**config.mk**
```make
export PLATFORM = sky130hd
export DESIGN_NAME = cci_mpf_active_req_tracker_flat
export DESIGN_NICKNAME = d
export VERILOG_FILES = /design/src/rtl/cci_mpf_active_req_tracker_if.sv /design/src/rtl/cci_mpf_active_req_tracker.sv /design/src/flat_wrapper.sv
export SDC_FILE = /design/constraint.sdc
export NUM_CORES = 1
export LEC_CHECK = 0
export BUFFER_PORTS_ARGS = -buffer_cell sky130_fd_sc_hd__buf_2
export CORE_ASPECT_RATIO = 0.8
export CORE_MARGIN = 2
export CORE_UTILIZATION = 43
export DETAILED_ROUTE_END_ITERATION = 10
export GPL_ROUTABILITY_DRIVEN = 0
export PLACE_DENSITY = 0.71
export REMOVE_ABC_BUFFERS = 1
export SYNTH_ARGS = -nofsm -noshare
export SYNTH_HDL_FRONTEND = slang
export SYNTH_SLANG_ARGS = --single-unit
```
**constraint.sdc**
```tcl
create_clock -name clk -period 6.6 [get_ports clk]
set_input_delay 0.33 -clock clk [delete_from_list [all_inputs] [get_ports clk]]
set_output_delay 0.33 -clock clk [all_outputs]
set_load 0.05 [all_outputs]
```
**src/rtl/cci_mpf_active_req_tracker_if.sv**
```systemverilog
// Request/retire pulses from the MPF/AFU edge and the tracker's status outputs.
// The master drives the per-channel pulses and control strobes; the tracker is the slave.
interface cci_mpf_active_req_tracker_if #(
  parameter int N_CHANNELS = 2,
  parameter int CNT_WIDTH  = 11
);
  logic [N_CHANNELS-1:0]           incr;
  logic [N_CHANNELS-1:0]           decr;
  logic                            drain_req;
  logic                            clr_peak;
  logic                            clr_err;

  logic [N_CHANNELS-1:0]           not_empty;
  logic [N_CHANNELS-1:0]           throttle;
  logic [N_CHANNELS*CNT_WIDTH-1:0] active_cnt;
  logic [N_CHANNELS*CNT_WIDTH-1:0] peak_cnt;
  logic                            drain_ack;
  logic [N_CHANNELS-1:0]           err_underflow;
  logic [N_CHANNELS-1:0]           err_overflow;

  modport master (
    output incr, decr, drain_req, clr_peak, clr_err,
    input  not_empty, throttle, active_cnt, peak_cnt, drain_ack,
           err_underflow, err_overflow
  );

  modport slave (
    input  incr, decr, drain_req, clr_peak, clr_err,
    output not_empty, throttle, active_cnt, peak_cnt, drain_ack,
           err_underflow, err_overflow
  );
endinterface

```
**src/rtl/cci_mpf_active_req_tracker.sv**
```systemverilog
// Per-channel in-flight request tracker: saturating counters, throttle,
// high-water marks, sticky under/overflow flags and a drain (quiesce) handshake.
module cci_mpf_active_req_tracker #(
  parameter int N_CHANNELS      = 2,
  parameter int CNT_WIDTH       = 11,
  parameter int MAX_ACTIVE      = 1024,
  parameter int ENABLE_THROTTLE = 1
) (
  input  logic                      clk,
  input  logic                      reset,
  cci_mpf_active_req_tracker_if.slave trk
);

  typedef enum logic [1:0] {
    ST_IDLE,
    ST_DRAINING,
    ST_DRAINED
  } drain_state_e;

  typedef logic [CNT_WIDTH-1:0] cnt_t;

  localparam cnt_t MAX_C  = cnt_t'(MAX_ACTIVE);
  localparam bit   THR_EN = (ENABLE_THROTTLE != 0);

  if (longint'(MAX_ACTIVE) > ((longint'(1) << CNT_WIDTH) - 1)) begin : g_param_check
    $error("MAX_ACTIVE (%0d) does not fit in CNT_WIDTH (%0d) bits", MAX_ACTIVE, CNT_WIDTH);
  end

  drain_state_e state, state_nxt;

  cnt_t [N_CHANNELS-1:0]  cnt_q, cnt_nxt;
  cnt_t [N_CHANNELS-1:0]  peak_q, peak_nxt;
  logic [N_CHANNELS-1:0]  not_empty_q, not_empty_nxt;
  logic [N_CHANNELS-1:0]  throttle_q, throttle_nxt;
  logic [N_CHANNELS-1:0]  err_unf_q, err_ovf_q;
  logic [N_CHANNELS-1:0]  unf_set, ovf_set;
  logic                   drain_ack_q, drain_ack_nxt;
  logic                   drain_hold;
  logic                   all_empty_nxt;

  // Per-channel counter update; saturates at both ends and reports the attempt.
  always_comb begin
    // NOTE: every variable gets a default before any branch so no latch is inferred.
    cnt_nxt       = cnt_q;
    unf_set       = '0;
    ovf_set       = '0;
    not_empty_nxt = '0;
    peak_nxt      = peak_q;
    for (int i = 0; i < N_CHANNELS; i++) begin
      case ({trk.incr[i], trk.decr[i]})
        2'b10: begin
          if (cnt_q[i] == '1) ovf_set[i] = 1'b1;
          else                cnt_nxt[i] = cnt_q[i] + cnt_t'(1);
        end
        2'b01: begin
          if (cnt_q[i] == '0) unf_set[i] = 1'b1;
          else                cnt_nxt[i] = cnt_q[i] - cnt_t'(1);
        end
        default: ;
      endcase
      not_empty_nxt[i] = trk.incr[i] | (cnt_q[i] != '0);
      if (trk.clr_peak || (cnt_nxt[i] > peak_q[i])) peak_nxt[i] = cnt_nxt[i];
    end
    all_empty_nxt = (cnt_nxt == '0);
  end

  // Drain FSM: state register.
  always_ff @(posedge clk) begin
    // NOTE: sequential state uses non-blocking assignments so every flop samples pre-edge values.
    if (reset) state <= ST_IDLE;
    else       state <= state_nxt;
  end

  // Drain FSM: next-state logic.
  always_comb begin
    state_nxt = state;
    case (state)
      ST_IDLE: begin
        if (trk.drain_req) state_nxt = ST_DRAINING;
      end
      ST_DRAINING: begin
        if (!trk.drain_req)    state_nxt = ST_IDLE;
        else if (all_empty_nxt) state_nxt = ST_DRAINED;
      end
      ST_DRAINED: begin
        if (!trk.drain_req)     state_nxt = ST_IDLE;
        else if (!all_empty_nxt) state_nxt = ST_DRAINING;
      end
      default: state_nxt = ST_IDLE;
    endcase
  end

  // Drain FSM: outputs. Keyed on the next state so they land with the transition.
  always_comb begin
    drain_ack_nxt = (state_nxt == ST_DRAINED);
    drain_hold    = (state_nxt != ST_IDLE);
  end

  always_comb begin
    throttle_nxt = '0;
    for (int i = 0; i < N_CHANNELS; i++) begin
      throttle_nxt[i] = (THR_EN && (cnt_nxt[i] >= MAX_C)) || drain_hold;
    end
  end

  always_ff @(posedge clk) begin
    if (reset) begin
      cnt_q       <= '0;
      peak_q      <= '0;
      not_empty_q <= '0;
      throttle_q  <= '0;
      err_unf_q   <= '0;
      err_ovf_q   <= '0;
      drain_ack_q <= 1'b0;
    end else begin
      cnt_q       <= cnt_nxt;
      peak_q      <= peak_nxt;
      not_empty_q <= not_empty_nxt;
      throttle_q  <= throttle_nxt;
      // A new error in the clearing cycle keeps its bit set.
      err_unf_q   <= (err_unf_q & ~{N_CHANNELS{trk.clr_err}}) | unf_set;
      err_ovf_q   <= (err_ovf_q & ~{N_CHANNELS{trk.clr_err}}) | ovf_set;
      drain_ack_q <= drain_ack_nxt;
    end
  end

  assign trk.not_empty     = not_empty_q;
  assign trk.throttle      = throttle_q;
  assign trk.active_cnt    = cnt_q;
  assign trk.peak_cnt      = peak_q;
  assign trk.drain_ack     = drain_ack_q;
  assign trk.err_underflow = err_unf_q;
  assign trk.err_overflow  = err_ovf_q;

endmodule

```
**src/flat_wrapper.sv**
```systemverilog
// flat-port wrapper written by rule: the top's interface ports become plain ports
module cci_mpf_active_req_tracker_flat 
#(
  parameter int N_CHANNELS      = 2,
  parameter int CNT_WIDTH       = 11,
  parameter int MAX_ACTIVE      = 1024,
  parameter int ENABLE_THROTTLE = 1
)
  (clk, reset, trk_incr, trk_decr, trk_drain_req, trk_clr_peak, trk_clr_err, trk_not_empty, trk_throttle, trk_active_cnt, trk_peak_cnt, trk_drain_ack, trk_err_underflow, trk_err_overflow);
  cci_mpf_active_req_tracker_if #(.N_CHANNELS(N_CHANNELS), .CNT_WIDTH(CNT_WIDTH)) trk_i ();
  input  logic clk;
  input  logic reset;
  input wire logic [$bits(trk_i.incr)-1:0] trk_incr;
  input wire logic [$bits(trk_i.decr)-1:0] trk_decr;
  input wire logic [$bits(trk_i.drain_req)-1:0] trk_drain_req;
  input wire logic [$bits(trk_i.clr_peak)-1:0] trk_clr_peak;
  input wire logic [$bits(trk_i.clr_err)-1:0] trk_clr_err;
  output wire logic [$bits(trk_i.not_empty)-1:0] trk_not_empty;
  output wire logic [$bits(trk_i.throttle)-1:0] trk_throttle;
  output wire logic [$bits(trk_i.active_cnt)-1:0] trk_active_cnt;
  output wire logic [$bits(trk_i.peak_cnt)-1:0] trk_peak_cnt;
  output wire logic [$bits(trk_i.drain_ack)-1:0] trk_drain_ack;
  output wire logic [$bits(trk_i.err_underflow)-1:0] trk_err_underflow;
  output wire logic [$bits(trk_i.err_overflow)-1:0] trk_err_overflow;
  assign trk_i.incr = trk_incr;
  assign trk_i.decr = trk_decr;
  assign trk_i.drain_req = trk_drain_req;
  assign trk_i.clr_peak = trk_clr_peak;
  assign trk_i.clr_err = trk_clr_err;
  assign trk_not_empty = trk_i.not_empty;
  assign trk_throttle = trk_i.throttle;
  assign trk_active_cnt = trk_i.active_cnt;
  assign trk_peak_cnt = trk_i.peak_cnt;
  assign trk_drain_ack = trk_i.drain_ack;
  assign trk_err_underflow = trk_i.err_underflow;
  assign trk_err_overflow = trk_i.err_overflow;
  cci_mpf_active_req_tracker #(.N_CHANNELS(N_CHANNELS), .CNT_WIDTH(CNT_WIDTH), .MAX_ACTIVE(MAX_ACTIVE), .ENABLE_THROTTLE(ENABLE_THROTTLE)) u_core (.clk(clk), .reset(reset), .trk(trk_i));
endmodule
```
# Word-level counts from Yosys, hierarchy flattened
# Index checks and enable logic that the tools add are counted.
# totals
regBits,55
input_bits,9
output_inout_bits,53
wordCells,65
# classes
add_sub_neg,4
magnitude_cmp,4
n_eq_ne,9
n_mux,20
bitwise_logic,7
n_reduce_logical,11
# ops
operator,count
11-bit two-way mux,4
11-bit one-hot mux with 2 select lines,2
11-bit by 1-bit adder with 11-bit output (second input constant),2
11-bit == test (second input constant),2
11-bit greater-or-equal comparator (second input constant),2
11-bit greater-than comparator,2
11-bit zero test,2
22-bit zero test,1
11-bit nonzero test,2
11-bit by 1-bit subtractor with 11-bit output (second input constant),2
2-bit two-way mux,5
2-bit == test (second input constant),4
1-bit two-way mux,8
2-bit by 1-bit == test with 1-bit output (second input constant),3
2-bit one-hot mux with 3 select lines,1
2-bit AND,2
1-bit logical OR,4
2-bit OR,2
2-bit zero test,1
2-bit NOT,1
1-bit OR,2
2-bit nonzero test,1

# Logic depth before layout (Yosys ltp)
# depth
word_depth,9
depth_mapped,17
depth_no_buf,15

# Worst setup path before layout
# No wires, ideal clock.
# synth_path
path_type,register to register
startpoint,reg u_core.cnt_q (netlist bit u_core.trk.active_cnt[11])
endpoint,reg u_core.peak_q (netlist bit u_core.trk.peak_cnt[11])
setup_time_ns,0.091
arrival_ns,4.041
setup_slack_ns,2.468
path_stages_with_launch,14
n_path_buf,1
path_cell_list,dfxtp_1 -> inv_1 -> ha_1 -> nor2b_1 -> a2111o_1 -> mux2i_1 -> o22ai_1 -> ha_1 -> a21o_1 -> a21o_1 -> a2111oi_0 -> nand3_1 -> clkbuf_1 -> a311oi_1
# synth_rtl
item,line_no,source
"start, declared",cci_mpf_active_req_tracker.sv:31,"cnt_t [N_CHANNELS-1:0] cnt_q, cnt_nxt;"
"start signal, assigned",cci_mpf_active_req_tracker.sv:116,cnt_q <= cnt_nxt;
"end signal, assigned",cci_mpf_active_req_tracker.sv:117,peak_q <= peak_nxt;
"end, declared",cci_mpf_active_req_tracker.sv:32,"cnt_t [N_CHANNELS-1:0] peak_q, peak_nxt;"

==> impl_metrics.tcl <==
set metrics [dict create \
    run_status "finished, violations left" \
    failing_checks "DRC" \
    total_number_of_vias 4359 \
    cts-htree-levels 2 \
    top_level_ports 62 \
    wl_per_cell_um 17.6 \
    worst-r2r-setup-slack_ps 2150 \
    tritoncts "built" \
    drc_violation_total_after_the_first_tritonroute_iteration 335 \
    max_fanout_on_critical_path 13 \
    antenna_diode_instance_count 0 \
    num-fill-cells 905 \
    netlist_area_um2 4090 \
    floorplan.die_area_um2 10300 \
    synth_seq_area_share_pct 26.9 \
    ir_worst_vdd_uv 223 \
    worstSetupEndpointType "register" \
    placement.setup.worst_slack_ps 1980 \
    postSynthRegisterBits 55 \
    max_cap_viol_count 0 \
    layout.cells.most_common_list "sky130_fd_sc_hd__buf_2 (61), sky130_fd_sc_hd__dfxtp_1 (55), sky130_fd_sc_hd__inv_1 (49), sky130_fd_sc_hd__a21oi_1 (43), sky130_fd_sc_hd__nor2_1 (38)" \
    hold_viol 0 \
    synth_cells 534 \
    p_leak_nw 2.01 \
    fp-row-count 31 \
    grt_setup_unrepaired "no" \
    drt_wl_total_um 12000 \
    drt-pass1-iter-count 9 \
    cp.arrival_ps 4590 \
    dr_drc_count 5 \
    ys_top_cells_by_area "sky130_fd_sc_hd__dfxtp_1 (27%), sky130_fd_sc_hd__ha_1 (9.8%), sky130_fd_sc_hd__a21oi_1 (5.3%), sky130_fd_sc_hd__inv_1 (4.5%), sky130_fd_sc_hd__nor3_1 (4.0%)" \
    drive_above_1_share_pct 14.4 \
    synth_largest_type_area_fraction_pct 26.9 \
    p_per_area_nw_per_um2 322 \
    syn_to_final_growth_pct 11.8 \
    synth_warnings 0 \
    fmax_ghz 0.225 \
    synth_edf_count 0 \
    cts.clk_slew.worst_paths_ps 80 \
    clk_root_buffer_cell "sky130_fd_sc_hd__clkbuf_16" \
    ys_types 64 \
    slew-limit-headroom_pct 32.6 \
    number_of_global_route_vias_before_repair 3996 \
    die_width_um 113 \
    drt.antenna.violating_nets 0 \
    cts_repair_resize_count 0 \
    grt_start_max_net_pins 55 \
    die-height_um 91.2 \
    antenna_found_initial 0 \
    clock-sinks 55 \
    period_needed_ps 4450 \
    final.setup_skew_ps 6.25 \
    placeableCoreArea_um2 9150 \
    slew_violations 0 \
    input_output_buffers 61 \
    post-layout-total-power_mw 1.47 \
    timing.hold.worst.class "primary input to register" \
    final.period_utilization_pct 67.4 \
    hpwlAfterDp_um 8770 \
    initial_utilization_pct 44.7 \
    synth_area_leader_cell "sky130_fd_sc_hd__dfxtp_1" \
    timing.setup.critical_path_class "register to register" \
    average_footprint_of_a_synthesized_cell_um2 7.65 \
    startpoint_type "register" \
    postLayoutSetupSlackWorst_ps 2150 \
    grt_first_pass_wirelength_um 19600 \
    finalNetCount 610 \
    grt_overflow 0 \
    overall_global_routing_resource_usage_pct 23.0 \
    post_cts.repair.setup_buffers 0 \
    setup_violations 0 \
    worst_slew_pin_slew_ps 1010 \
    clk_path_buf_depth 2 \
    synth_flop_cell "sky130_fd_sc_hd__dfxtp_1" \
    skew_pair_late_insertion_delay_ps 300 \
    final.setup.tns_ps 0 \
    avgViaCountPerCell 6.36 \
    cts_made_buffers 5 \
    worst-endpoint-required_ps 6740 \
    count_of_hold_buffers_inserted_by_post_cts_repair 0 \
    async_flop_share_pct 0 \
    layout_commonest_cell "sky130_fd_sc_hd__buf_2" \
]
==> per-layer routing <==
layer | vias to the layer above | routed length [µm] | global-route usage (%)
met2 | 228 | 5430 | 37.4
met4 | 0 | 164 | 5.18
li1 | 2076 | - | -
met5 | - | 0 | 0
met1 | 2036 | 5300 | 31.5
met3 | 19 | 1150 | 4.74
==> layout make-up <==
cell class,instances,area (µm²),area share (%)
multi-input cells,394,2660,58.1
flip-flops and latches,55,1100,24.1
repair buffers,64,328,7.17
clock inverters,2,17.5,0.383
inverters,49,184,4.02
well taps,115,144,3.15
clock buffers,6,139,3.04
==> where the power goes <==
| part | internal (mW) | switching (mW) |
|---|---|---|
| Combinational | 0.244 | 0.515 |
| Clock | 0.154 | 0.132 |
| Sequential | 0.379 | 0.0455 |
==> worst paths after layout <==
check,depth (start not counted),end,startpoint
max,13,u_core.trk.peak_cnt[17],u_core.trk.active_cnt[11]
min,3,u_core.trk.not_empty[0],trk_incr[0]
max reg2reg,13,u_core.trk.peak_cnt[17],u_core.trk.active_cnt[11]
min reg2reg,2,u_core.trk.err_underflow[1],u_core.trk.err_underflow[1]
==> state kept, by name, indices dropped and copies added, names as in the netlist <==
| register | count |
|---|---|
| u_core.trk.err_overflow | 2 |
| u_core.trk.drain_ack | 1 |
| u_core.trk.throttle | 2 |
| u_core.trk.err_underflow | 2 |
| u_core.trk.not_empty | 2 |
| u_core.state | 2 |
| u_core.trk.active_cnt | 22 |
| u_core.trk.peak_cnt | 22 |
==> critical path, stage by stage (launching register included) <==
cell	delay, ps
sky130_fd_sc_hd__dfxtp_1	510
sky130_fd_sc_hd__inv_1	170
sky130_fd_sc_hd__ha_1	240
sky130_fd_sc_hd__nor2b_1	190
sky130_fd_sc_hd__a2111o_1	410
sky130_fd_sc_hd__mux2i_1	130
sky130_fd_sc_hd__o22ai_1	310
sky130_fd_sc_hd__ha_1	320
sky130_fd_sc_hd__a21o_1	160
sky130_fd_sc_hd__a21o_1	170
sky130_fd_sc_hd__a2111oi_0	750
sky130_fd_sc_hd__nand3_1	590
sky130_fd_sc_hd__a21oi_1	280
sky130_fd_sc_hd__nor3_1	70
==> cells by family (layout without fill, tap and decap cells) <==
| family | count (synthesis) | count (layout) | share of synthesized area (%) |
|---|---|---|---|
| flops | 55 | 55 | 26.9 |
| compound gates | 148 | 148 | 25.2 |
| fa+ha+maj | 32 | 32 | 9.79 |
| mux | 6 | 6 | 1.50 |
| simple gates | 208 | 208 | 28.6 |
| buf+inv | 85 | 121 | 8.05 |
==> cell usage after synthesis, drive strengths merged, types with 6 or more instances <==
cell type / count
nor4: 10
inv: 49
nand2: 26
a21oi: 43
ha: 32
a211oi: 7
a41oi: 7
nor2b: 15
dfxtp: 55
nor2: 38
nor3: 34
and4: 7
a21o: 6
clkbuf: 32
nand3: 18
o211ai: 7
o21ai: 12
a311oi: 6
and3: 6
o21a: 6
nand4: 19
a31oi: 7
==> stage by stage <==
| step | std cells | instance area, µm² | hold WS (ps) | utilization (%) |
|---|---|---|---|---|
| floorplan | 498 | 3940 | 399 | - |
| global placement | 677 | 4410 | 450 | 48.2 |
| detailed placement | 677 | 4410 | 455 | 48.2 |
| CTS | 685 | 4570 | 312 | 49.9 |
| global route | 685 | 4570 | 338 | 49.9 |
| finish | 685 | 4570 | 307 | 49.9 |
(Power assumes the default switching activity.)
